$ cat src/rtl/stopwatch_pkg.sv
// Shared types and constants for the stopwatch controller and its BCD time counter.
package stopwatch_pkg;

    // Operating modes of the stopwatch controller.
    typedef enum logic [1:0] {
        ST_IDLE  = 2'd0,
        ST_RUN   = 2'd1,
        ST_LAP   = 2'd2,
        ST_PAUSE = 2'd3
    } sw_state_e;

    // Clock cycles per 10 ms tick with a 50 MHz clock.
    localparam int unsigned TICK_DIV_DEFAULT = 500_000;

    // Largest legal value of a units digit and of a seconds/minutes tens digit.
    localparam logic [3:0] BCD_MAX_UNITS = 4'd9;
    localparam logic [3:0] BCD_MAX_TENS6 = 4'd5;

    // Advance one BCD digit, wrapping to zero after its limit.
    function automatic logic [3:0] bcd_inc(input logic [3:0] digit, input logic [3:0] limit);
        return (digit == limit) ? 4'd0 : digit + 4'd1;
    endfunction

endpackage

$ cat src/rtl/bcd_time_cnt.sv
// mm:ss.cc time counter kept directly in BCD; a tick ripples carries through
// all six digits in the same cycle and flags the 59:59.99 -> 00:00.00 wrap.
module bcd_time_cnt
    import stopwatch_pkg::*;
(
    input  logic       clk,
    input  logic       rst,
    input  logic       clr,
    input  logic       tick,
    output logic [3:0] min_t,
    output logic [3:0] min_u,
    output logic [3:0] sec_t,
    output logic [3:0] sec_u,
    output logic [3:0] cs_t,
    output logic [3:0] cs_u,
    output logic       wrap
);

    logic [3:0] min_t_q, min_u_q, sec_t_q, sec_u_q, cs_t_q, cs_u_q;
    logic [3:0] min_t_d, min_u_d, sec_t_d, sec_u_d, cs_t_d, cs_u_d;

    // Carry into each digit: the tick itself, then every lower digit at its limit.
    logic c_cs_t, c_sec_u, c_sec_t, c_min_u, c_min_t;

    assign c_cs_t  = tick    && (cs_u_q  == BCD_MAX_UNITS);
    assign c_sec_u = c_cs_t  && (cs_t_q  == BCD_MAX_UNITS);
    assign c_sec_t = c_sec_u && (sec_u_q == BCD_MAX_UNITS);
    assign c_min_u = c_sec_t && (sec_t_q == BCD_MAX_TENS6);
    assign c_min_t = c_min_u && (min_u_q == BCD_MAX_UNITS);
    assign wrap    = c_min_t && (min_t_q == BCD_MAX_TENS6);

    // Next digit values: clear wins, otherwise each digit steps on its carry-in.
    always_comb begin
        // NOTE: every output of this block is given a hold value first so no path leaves it unassigned, which would infer a latch.
        cs_u_d  = cs_u_q;
        cs_t_d  = cs_t_q;
        sec_u_d = sec_u_q;
        sec_t_d = sec_t_q;
        min_u_d = min_u_q;
        min_t_d = min_t_q;
        if (clr) begin
            cs_u_d  = '0;
            cs_t_d  = '0;
            sec_u_d = '0;
            sec_t_d = '0;
            min_u_d = '0;
            min_t_d = '0;
        end else begin
            if (tick)    cs_u_d  = bcd_inc(cs_u_q,  BCD_MAX_UNITS);
            if (c_cs_t)  cs_t_d  = bcd_inc(cs_t_q,  BCD_MAX_UNITS);
            if (c_sec_u) sec_u_d = bcd_inc(sec_u_q, BCD_MAX_UNITS);
            if (c_sec_t) sec_t_d = bcd_inc(sec_t_q, BCD_MAX_TENS6);
            if (c_min_u) min_u_d = bcd_inc(min_u_q, BCD_MAX_UNITS);
            if (c_min_t) min_t_d = bcd_inc(min_t_q, BCD_MAX_TENS6);
        end
    end

    // Digit registers, asynchronously cleared by reset.
    always_ff @(posedge clk or negedge rst) begin
        // NOTE: state is updated with non-blocking assignments so every register samples pre-edge values.
        if (!rst) begin
            cs_u_q  <= '0;
            cs_t_q  <= '0;
            sec_u_q <= '0;
            sec_t_q <= '0;
            min_u_q <= '0;
            min_t_q <= '0;
        end else begin
            cs_u_q  <= cs_u_d;
            cs_t_q  <= cs_t_d;
            sec_u_q <= sec_u_d;
            sec_t_q <= sec_t_d;
            min_u_q <= min_u_d;
            min_t_q <= min_t_d;
        end
    end

    assign min_t = min_t_q;
    assign min_u = min_u_q;
    assign sec_t = sec_t_q;
    assign sec_u = sec_u_q;
    assign cs_t  = cs_t_q;
    assign cs_u  = cs_u_q;

endmodule

$ cat src/rtl/stopwatch_ctrl.sv
// Stopwatch controller: start/stop and lap/clear FSM, 10 ms tick divider,
// lap display latch and sticky overflow flag around the BCD time counter.
module stopwatch_ctrl
    import stopwatch_pkg::*;
#(
    parameter int unsigned TICK_DIV = TICK_DIV_DEFAULT
) (
    input  logic        clk,
    input  logic        rst,
    input  logic        ss_pulse,
    input  logic        lap_pulse,
    output logic [23:0] disp_bcd,
    output logic        running,
    output logic        lap_active,
    output logic        overflow
);

    localparam int unsigned DIV_W = (TICK_DIV > 1) ? $clog2(TICK_DIV) : 1;
    localparam logic [DIV_W-1:0] DIV_LAST = DIV_W'(TICK_DIV - 1);

    sw_state_e         state_q, state_d;
    logic [DIV_W-1:0]  div_q, div_d;
    logic [23:0]       disp_q, disp_d;
    logic              overflow_q, overflow_d;

    logic              counting, tick, clr, wrap;
    logic [3:0]        min_t, min_u, sec_t, sec_u, cs_t, cs_u;
    logic [23:0]       live_bcd;

    assign counting = (state_q == ST_RUN) || (state_q == ST_LAP);
    assign tick     = counting && (div_q == DIV_LAST);
    assign clr      = (state_q == ST_PAUSE) && (state_d == ST_IDLE);
    assign live_bcd = {min_t, min_u, sec_t, sec_u, cs_t, cs_u};

    // Mode transitions; a start/stop press takes priority over a simultaneous lap press.
    always_comb begin
        state_d = state_q;
        if (ss_pulse) begin
            unique case (state_q)
                ST_IDLE:  state_d = ST_RUN;
                ST_RUN:   state_d = ST_PAUSE;
                ST_LAP:   state_d = ST_PAUSE;
                ST_PAUSE: state_d = ST_RUN;
            endcase
        end else if (lap_pulse) begin
            unique case (state_q)
                ST_IDLE:  state_d = ST_IDLE;
                ST_RUN:   state_d = ST_LAP;
                ST_LAP:   state_d = ST_RUN;
                ST_PAUSE: state_d = ST_IDLE;
            endcase
        end
    end

    // Divider, display latch and overflow next-state.
    always_comb begin
        div_d      = div_q;
        disp_d     = live_bcd;
        overflow_d = overflow_q;
        // Divider runs while counting, holds in PAUSE, and is zero whenever IDLE is left or entered.
        if (counting) begin
            div_d = tick ? '0 : div_q + 1'b1;
        end else if ((state_q == ST_IDLE) || clr) begin
            div_d = '0;
        end
        // Display freezes only while LAP persists; RUN->LAP captures the live time on the same edge.
        if ((state_q == ST_LAP) && (state_d == ST_LAP)) begin
            disp_d = disp_q;
        end
        if (clr) begin
            overflow_d = 1'b0;
        end else if (wrap) begin
            overflow_d = 1'b1;
        end
    end

    // Controller registers.
    always_ff @(posedge clk or negedge rst) begin
        // NOTE: only control/state flops here, all with asynchronous reset to a known display and mode.
        if (!rst) begin
            state_q    <= ST_IDLE;
            div_q      <= '0;
            disp_q     <= '0;
            overflow_q <= 1'b0;
        end else begin
            state_q    <= state_d;
            div_q      <= div_d;
            disp_q     <= disp_d;
            overflow_q <= overflow_d;
        end
    end

    bcd_time_cnt u_time (
        .clk   (clk),
        .rst   (rst),
        .clr   (clr),
        .tick  (tick),
        .min_t (min_t),
        .min_u (min_u),
        .sec_t (sec_t),
        .sec_u (sec_u),
        .cs_t  (cs_t),
        .cs_u  (cs_u),
        .wrap  (wrap)
    );

    assign disp_bcd   = disp_q;
    assign running    = counting;
    assign lap_active = (state_q == ST_LAP);
    assign overflow   = overflow_q;

endmodule
$ cat config.mk
export PLATFORM = sky130hd
export DESIGN_NAME = stopwatch_ctrl
export DESIGN_NICKNAME = d
export VERILOG_FILES = /design/src/rtl/stopwatch_pkg.sv /design/src/rtl/bcd_time_cnt.sv /design/src/rtl/stopwatch_ctrl.sv
export SDC_FILE = /design/constraint.sdc
export NUM_CORES = 1
export LEC_CHECK = 0
export ABC_AREA = 1
export CORE_UTILIZATION = 32
export CTS_CLUSTER_DIAMETER = 50
export DETAILED_ROUTE_END_ITERATION = 6
export SLEW_MARGIN = 10
export SYNTH_ARGS = -nofsm -noshare
export SYNTH_HDL_FRONTEND = slang
export SYNTH_HIERARCHICAL = 1
export SYNTH_SLANG_ARGS = --single-unit
$ cat constraint.sdc
create_clock -name clk -period 2.5 [get_ports clk]
set_input_delay 0.5 -clock clk [delete_from_list [all_inputs] [get_ports clk]]
set_output_delay 0.5 -clock clk [all_outputs]
set_load 0.01 [all_outputs]
Word-level counts from Yosys, hierarchy flattened
Cells that the tools add are included.
{"block": "classes", "n_reduce_logical": 23, "eq_ne": 11, "muxes": 27, "add_sub_neg": 7}
{"op": "$mux W4", "count": 18}
{"op": "$mux W19", "count": 3}
{"op": "$add A4 B1 Y4 const B", "count": 6}
{"op": "$add A19 B1 Y19 const B", "count": 1}
{"op": "$eq A19 B19 Y1 const B", "count": 1}
{"op": "$eq A4 B4 Y1 const B", "count": 4}
{"op": "$reduce_bool A2 Y1", "count": 8}
{"op": "$logic_and A1 B1 Y1", "count": 9}
{"op": "$eq A4 B3 Y1 const B", "count": 2}
{"op": "$eq A2 B2 Y1 const B", "count": 3}
{"op": "$pmux W2 S3", "count": 1}
{"op": "$logic_not A2 Y1", "count": 2}
{"op": "$mux W2", "count": 2}
{"op": "$pmux W2 S2", "count": 1}
{"op": "$reduce_or A2 Y1", "count": 2}
{"op": "$eq A2 B1 Y1 const B", "count": 1}
{"op": "$logic_or A1 B1 Y1", "count": 2}
{"op": "$mux W1", "count": 2}
{"block": "totals", "word_cells": 78, "input_bits": 4, "out_inout_bits": 27, "regBits": 70}

Longest topological paths before layout
Gate-level depths: netlist (run 1).
{"block": "logic_depth", "ltp_word": 11, "ltp_mapped": 14, "depth_no_buf": 13}

By module
Netlist (run 1), hierarchy kept.
{"module": "stopwatch_ctrl", "seq_area_each_um2": 1151.1, "cells_per_inst": 333, "area_per_inst_um2": 2652.5, "n_inst": 1}
{"module": "bcd_time_cnt", "seq_area_each_um2": 600.6, "cells_per_inst": 175, "area_per_inst_um2": 1502.7, "n_inst": 1}

Least setup slack after synthesis (run 1)
OpenSTA, ideal clock, no wires.
{"block": "synth_timing", "kind": "register to register", "startpoint": "register state_q[1]", "endpoint": "register overflow_q (netlist: overflow)", "stages_incl_launch_ff": 13, "n_path_buf": 0, "arrival_time_ns": 2.092, "period_less_slack_ns": 2.164, "t_required_ns": 2.429, "setup_slack_ns": 0.336, "cell_sequence": "dfrtp_1 > inv_1 > ha_1 > inv_1 > nor2_1 > nand3_1 > nor2_2 > nand4_4 > nor2_8 > nand4_2 > nor2_1 > nor2_1 > nor2_1"}
{"block": "synth_via", "elab_chain_len": 10}
{"item": "start: declaration", "line_no": "stopwatch_ctrl.sv:21", "text": "sw_state_e state_q, state_d;"}
{"item": "start signal: assignment", "line_no": "stopwatch_ctrl.sv:86", "text": "state_q <= state_d;"}
{"item": "$eq A2 B1 Y1 / $eq A2 B2 Y1 (equally long branches)", "line_no": "stopwatch_ctrl.sv:30", "text": "assign counting = (state_q == ST_RUN) || (state_q == ST_LAP);"}
{"item": "$logic_or A1 B1 Y1 (*)", "line_no": "stopwatch_ctrl.sv:30"}
{"item": "via running", "line_no": "stopwatch_ctrl.sv:13", "text": "output logic running,"}
{"item": "$logic_and A1 B1 Y1 (*)", "line_no": "stopwatch_ctrl.sv:31", "text": "assign tick = counting && (div_q == DIV_LAST);"}
{"item": "via tick", "line_no": "stopwatch_ctrl.sv:26", "text": "logic counting, tick, clr, wrap;"}
{"item": "$logic_and A1 B1 Y1 (*)", "line_no": "bcd_time_cnt.sv:25", "text": "assign c_cs_t = tick && (cs_u_q == BCD_MAX_UNITS);"}
{"item": "$logic_and A1 B1 Y1 (*)", "line_no": "bcd_time_cnt.sv:26", "text": "assign c_sec_u = c_cs_t && (cs_t_q == BCD_MAX_UNITS);"}
{"item": "$logic_and A1 B1 Y1 (*)", "line_no": "bcd_time_cnt.sv:27", "text": "assign c_sec_t = c_sec_u && (sec_u_q == BCD_MAX_UNITS);"}
{"item": "$logic_and A1 B1 Y1 (*)", "line_no": "bcd_time_cnt.sv:28", "text": "assign c_min_u = c_sec_t && (sec_t_q == BCD_MAX_TENS6);"}
{"item": "$logic_and A1 B1 Y1 (*)", "line_no": "bcd_time_cnt.sv:29", "text": "assign c_min_t = c_min_u && (min_u_q == BCD_MAX_UNITS);"}
{"item": "$logic_and A1 B1 Y1 (*)", "line_no": "bcd_time_cnt.sv:30", "text": "assign wrap = c_min_t && (min_t_q == BCD_MAX_TENS6);"}
{"item": "via wrap", "line_no": "stopwatch_ctrl.sv:26"}
{"item": "$reduce_bool A2 Y1 (no source line) (*)"}
{"item": "end signal: assignment", "line_no": "stopwatch_ctrl.sv:89", "text": "overflow_q <= overflow_d;"}
{"item": "end: declaration", "line_no": "stopwatch_ctrl.sv:24", "text": "logic overflow_q, overflow_d;"}
Mark *: on every way through the listed nets, which the timed path passes. The rest lies on a longest branch. The select of a mux whose other input is x is not followed.
A chain may end at the register's enable or synchronous reset.

Worst setup path in the final report (run 1)
{"block": "layout_timing", "startpoint": "register state_q[1]", "endpoint": "output port running"}
{"block": "layout_via", "elab_chain_len": 2}
{"item": "$eq A2 B1 Y1 / $eq A2 B2 Y1 (equally long branches)", "line_no": "stopwatch_ctrl.sv:30"}
{"item": "$logic_or A1 B1 Y1 (*)", "line_no": "stopwatch_ctrl.sv:30"}
{"item": "end: declaration", "line_no": "stopwatch_ctrl.sv:13"}
Mark *: on every way between the ends. The rest lies on a longest branch, timed or not.

==> summary.md, run 1 <==
| Metric | Value |
|---|---|
| Slowest CP cell | clkdlybuf4s50_1 |
| Core area | around 13000 um^2 |
| Tmin final | 2370 ps |
| CTS Sinks | 70 |
| Clk Latency, worst-skew pair | around 340 ps |
| Cell area after layout | ~5000 um^2 |
| Sum Neg Setup Slack | 0 ps |
| Pwr Density | roughly 820 nW/um^2 |
| Worst R2R Path Depth | 11 |
| Layout cells sized above 1 | 0.175 |
| Max cap viols | 0 |
| FF-to-FF Start | div_q[1] |
| Critical path arrival | 1870 ps |
| Critical Path Max Stage Delay | 560 ps |
| Detailed Place HPWL | 6140 um |
| Placed insts | just over 700 |
| Most common cell after layout, fill and taps aside | nand2_1 |
| FFs w/ async S/R, synth | 1.00 |
| Min-Delay Path Class | input port to async pin |
| Share of the synthesized area in the top cell type | 0.422 |
| CP endpoint kind | output pin |
| Worst setup margin | 132 ps |
| FF+latch count, synth | 70 |
| Measured slew at the worst slew-check pin | roughly 380 ps |
| Mapped Cells | 508 |
| Layout Skew | 8.53 ps |
| Synth warnings | 6 |
| Wire per inst | around 12 um |
| Max clock buf depth | 2 |
| First-pass GRT wire length | between 15000 and 20000 um |
| H-tree depth | 3 |
| Post-synth top area cell | dfrtp_1 |
| Die height | approximately 120 um |
| Post-synth cell types | 35 |
| Routed Antenna Nets | 0 |
| DIE WIDTH | 116 um |
| Critical Path RT | around 2000 ps |
| Pre-CTS setup slack | around 240 ps |
| P&R area growth vs syn | 20.7% |
| Average size of a mapped cell | 8.18 um^2 |
| PortBufs | 30 |
| Max IR drop VDD | 551 uV |
| Site Rows | 41 |
| Kind of critical path | flop to output pin |
| Io pins | 31 |
| DRT iter0 DRCs | approximately 200 |
| Critical path's top delay family | buffers and inverters |
| Crit Path Max Fanout | 15 |
| Critical path depth | 4 |
| Initial antenna violation count | 0 |
| Most frequent cells in the layout | 103 x nand2_1, 70 x dfrtp_1, 67 x inv_1 |
| RSZ-0062 raised after global routing | false |
| Via density | 4.65 |
| Die area | 13400 um^2 |
| Largest net degree at the start of global routing | 71 |
| GR Util met2 | 0.256 |
| CTS buffer count | 9 |
| Initial core utilization | 0.329 |
| Fmax | 422 MHz |
| Total count of hold-check failures in the final report | 0 |
| Gp weighted congestion | 0.852 |
| R2r endpoint | overflow |
| Cell area after synthesis | 4160 um^2 |
| Top cells by area, synth | dfrtp_1 42%, nand2_1 9.3%, nand3_1 6.5%, inv_1 6.1%, ha_1 5.1% |
| Top Usage Layer GRT | met2 |
| Detailed-route via count | ~3400 |
| Internal reg-to-reg setup slack | 280 ps |
| M1 GR Usage | 0.178 |
| Pwr Total | between 4 and 5 mW |
| Vias in the first global route | 3351 |
| Post-route insts no fill | 726 |
| # DRC | 0 |
| Startpoint types | flop |
| Fin crit share | 0.947 |
| Static Leak | roughly 2.3 nW |
| WP buf/inv | 3 |
| GRT Util Overall | 0.147 |
| DRT Wirelength | 8560 um |
| Root Buffer | clkbuf_16 |
| Nets@finish | 570 |
| Slew Limit Headroom | 0.748 |
| Mapped Nets | 529 |
| Primary FF master, synth | dfrtp_1 |
| N_diodes | 0 |
| Setup Buffers After CTS | 0 |
| CTS tree | built |
| Grt met3 use | 0.0329 |
| Hold-fix buffers at CTS | 0 |
| Drt pass-1 iters | 5 |
| Post-CTS sizing | 0 |
| Critical path, cell by cell | inv_1, ha_1, buf_6, clkdlybuf4s50_1 |
| Max Slew Vio Count | 0 |
| Total gr overflow | 0 |
| Post-synthesis sequential area ratio | 0.422 |
| Status | complete, no violations |
| Setup violators final | 0 |
| Dpl cell area | 4690 um^2 |
| Clk slew on worst S/H paths | 60 ps |
| Post-synth EDFFs | 0 |
==> per-layer routing <==
metal	part of all wire	wire length [um]	vias to the layer above
li1	-	-	1706
met1	0.44	3760	1605
met2	0.51	4380	59
met3	0.034	289	9
met4	0.014	119	0
met5	0	0	-
==> cells in the mapped netlist, types with 8 or more instances <==
cell type and instances:
inv_1 67, nand4_1 10, inv_2 10, nand2_4 13
nand3_1 54, ha_1 17, dfrtp_1 70, nand2_1 103
xor2_1 8, nor2_1 50, o21ai_0 20, o21ai_1 9
o21ai_2 21
==> cell type report <==
cell class | count | area [um^2]
tap | 172 | 215
fill | 1338 | 7600
inverter | 79 | 297
sequential | 70 | 1750
timing repair buffer | 40 | 399
clock inverter | 6 | 93.8
clock buffer | 10 | 229
multi-input combinational | 349 | 2030
==> power breakdown <==
part,total (mW),leakage [nW],internal [mW],switching [mW]
sequential,1.69,0.946,1.38,0.306
combinational,1.03,1.22,0.448,0.586
clock,1.38,0.154,0.882,0.502
==> through the flow <==
step,hold WS (ps),util
after floorplan,204,-
after global placement,512,0.372
after detailed placement,520,0.372
after CTS,198,0.397
after global routing,216,0.397
final,178,0.397
==> how the worst max path moves through the flow <==
stage                     startpoint              end  slack (ps)
final                     state_q[1]          running         130
after global routing        div_q[1]         overflow          10
after CTS                 state_q[1]          running          60
after detailed placement   lap_pulse  u_time/min_t[3]         240
after global placement     lap_pulse         div_q[8]         320
after floorplan           state_q[1]         overflow         340
==> worst register-to-register path, delay by kind of cell, from the launching register on <==
family / cells / cell delay, ps
simple gates: 10 / 1580
flops: 1 / 370
fa+ha+maj: 1 / 210
==> state kept, by name, indices dropped and copies added (netlist names) <==
signal	flops
disp_bcd	24
div_q	19
u_time/cs_t	4
u_time/cs_u	4
u_time/min_t	4
u_time/min_u	4
u_time/sec_t	4
u_time/sec_u	4
state_q	2
overflow	1
==> logic make-up after synthesis <==
logic type               after synthesis  synth area share
flip-flops                            70             0.422
AO/OA/AOI/OAI                         57            0.0888
AND/OR/NAND/NOR                      264             0.326
adder cells (fa/ha/maj)               17            0.0512
XOR/XNOR                              11            0.0232
buffers and inverters                 89            0.0897
No activity file was read; power rests on OpenSTA's default activity.
==> run 2, diff against run 1 <==
--- a/config.mk
+++ b/config.mk
@@ -6,9 +6,11 @@
 export NUM_CORES = 1
 export LEC_CHECK = 0
 export ABC_AREA = 1
-export CORE_UTILIZATION = 32
+export CORE_UTILIZATION = 59
 export CTS_CLUSTER_DIAMETER = 50
 export DETAILED_ROUTE_END_ITERATION = 6
+export GPL_TIMING_DRIVEN = 0
+export PLACE_DENSITY = 0.8
 export SLEW_MARGIN = 10
 export SYNTH_ARGS = -nofsm -noshare
 export SYNTH_HDL_FRONTEND = slang
==> summary.md, run 2 (same netlist as run 1, synthesis figures left out) <==
| Metric | Value |
|---|---|
| Status | complete, no violations |
| CTS buffer count | 9 (unchanged) |
| Most frequent cell on the critical path | nor2_1 |
| End-of-flow core utilization | 0.711 (+0.314) |
| Gp weighted congestion | 0.899 (+5.6%) |
| CTS tree | built |
| RSZ-0062 raised after global routing | false |
| Most common cell after layout, fill and taps aside | nand2_1 |
| DRT iter0 DRCs | 153 (-23%) |
| Layout Skew | 7.45 ps (-1.08 ps) |
| Kind of critical path | flop to flop |
| Pwr Density | 729 nW/um^2 (-11%) |
| # DRC | 0 (unchanged) |
| Critical Path Max Stage Delay | 400 ps (-160 ps) |
| CTS Sinks | 70 (unchanged) |
| Startpoint types | flop |
| DIE WIDTH | 85.9 um (-26%) |
| Site Rows | 30 (-27%) |
| Detailed-route via count | 3443 (+1.9%) |
| Critical path arrival | 2600 ps (+730 ps) |
| Hold Path Sink | overflow |
| Wire per inst | 12.7 um (+7.9%) |
| PortBufs | 30 (unchanged) |
| Root Buffer | clkbuf_8 |
| Setup violators final | 0 (unchanged) |
| Placed insts | 635 (-11%) |
| Via density | 5.26 (+13%) |
| Max clock buf depth | 2 (unchanged) |
| Die area | 7380 um^2 (-45%) |
| Fin crit share | 0.925 (-0.0216) |
| Die height | 85.9 um (-26%) |
| Slew Limit Headroom | 0.666 (-0.0823) |
| Clk Latency, worst-skew pair | 350 ps (about the same) |
| Crit Path Max Fanout | 7 (-8) |
| N_diodes | 0 (unchanged) |
| Internal reg-to-reg setup slack | 190 ps (-90 ps) |
| Most frequent cells in the layout | 102 x nand2_1, 70 x dfrtp_1, 67 x inv_1 |
| Clk slew on worst S/H paths | 70 ps (about the same) |
| Vias in the first global route | 3211 (-4.2%) |
| Critical Path RT | 2780 ps (+780 ps) |
| Initial core utilization | 0.612 (+0.282) |
| Layout cells sized above 1 | 0.183 (+0.00771) |
| Tmin final | 2310 ps (-54.1 ps) |
| Largest register FFs | 24 (unchanged) |
| Initial antenna violation count | 0 (unchanged) |
| HP Start | overflow |
| Core area | 6790 um^2 (-46%) |
| FF-to-FF Start | state_q[1] |
| Slowest CP cell | dfrtp_1 |
| Drt pass-1 iters | 5 (unchanged) |
| Max IR drop VDD | 356 uV (-35%) |
| Worst R2R Path Depth | 12 (+1) |
| Fmax | 432 MHz (+2.3%) |
| CP endpoint kind | flop |
| Nets@finish | 574 (+0.70%) |
| Total gr overflow | 0 (unchanged) |
| First-pass GRT wire length | 14400 um (-6.9%) |
| Min-Delay Path Class | flop to flop |
| Max cap viols | 0 (unchanged) |
| H-tree depth | 3 (unchanged) |
| Static Leak | 2.27 nW (-2.3%) |
| Routed Antenna Nets | 0 (unchanged) |
| Io pins | 31 (unchanged) |
| Total count of hold-check failures in the final report | 0 (unchanged) |
| P&R area growth vs syn | 16.3% |
| R2r endpoint | overflow |
| Largest net degree at the start of global routing | 61 (-14%) |
| Detailed Place HPWL | 6100 um (-0.72%) |
| DRT Wirelength | 8320 um (-2.8%) |
| Measured slew at the worst slew-check pin | 501 ps (+124 ps) |
| Post-route insts no fill | 654 (-9.9%) |
| Critical path, cell by cell | inv_1, ha_4, inv_1, nor2_1, nand3_1, nor2_4, nand4_4, nor2_8, nand4_2, nor2_1, nor2_1, nor2_1 |
| Sum Neg Setup Slack | 0 ps (unchanged) |
| GRT Util Overall | 0.248 (+0.100) |
| Max Slew Vio Count | 0 (unchanged) |
| Hold path depth | 2 |
run 2: cell types whose count changed in the layout (fill, tap and decap cells not counted), moves of 2 or more:
cell,change
clkinv_2,+3
clkbuf_8,+10
clkbuf_4,+2
bufinv_16,-2
buf_4,-3
buf_2,+2
clkbuf_16,-9
clkinvlp_4,+2
inv_6,-2
run 2: area by class of cell:
type | instances | area, um^2
timing repair buffer | 34 | 350
multi-input combinational | 349 | 2050
fill | 537 | 1960
clock buffer | 10 | 138
tap | 96 | 120
buffer | 10 | 83.8
clock inverter | 6 | 37.5
sequential | 70 | 1750
inverter | 79 | 299
run 2: repair_timing:
action,4_1_cts,5_1_grt
hold buffers,1,0
endpoints found under the setup margin,1,18
pin swaps,0,1
cloned,0,0
hold endpoints to repair,10,0
gates resized for setup,1,9
setup buffers,0,2
run 2: metal layers:
| layer | global-route usage | part of all wire | vias to the layer above |
|---|---|---|---|
| met5 | 0 | 0 | - |
| met4 | 0.108 | 0.017 | 0 |
| met3 | 0.0337 | 0.047 | 11 |
| met2 | 0.385 | 0.45 | 104 |
| met1 | 0.348 | 0.48 | 1622 |
| li1 | - | - | 1706 |
run 2: through the flow:
| stage | setup slack (ps) | power [mW] | area [um^2] | hold WS [ps] |
|---|---|---|---|---|
| after detailed placement | -175 | 2.71 | 4600 | 358 |
| final | 186 | 3.52 | 4830 | 511 |
| after global placement | -1480 | 2.66 | 4580 | 514 |
| after global routing | 1.40 | 3.78 | 4830 | 547 |
| after floorplan | 336 | 2.34 | 4160 | 204 |
| after CTS | 37.0 | 3.53 | 4790 | 523 |
run 2: critical path: cells and delay by family, from the launching register on:
family	cells	cell delay [ps]
fa+ha+maj	1	340
flops	1	400
buf+inv	2	190
simple gates	9	1300
run 2: power by group:
part	switching, mW	internal (mW)	total [mW]
Clock	0.434	0.381	0.814
Combinational	0.590	0.442	1.03
Sequential	0.298	1.38	1.68
run 2: worst max-delay path by stage:
stage,start,to
floorplan,state_q[1],overflow
global placement,rst,disp_bcd[17]
detailed placement,lap_pulse,u_time/sec_u[1]
CTS,state_q[1],overflow
global route,state_q[1],overflow
finish,state_q[1],overflow
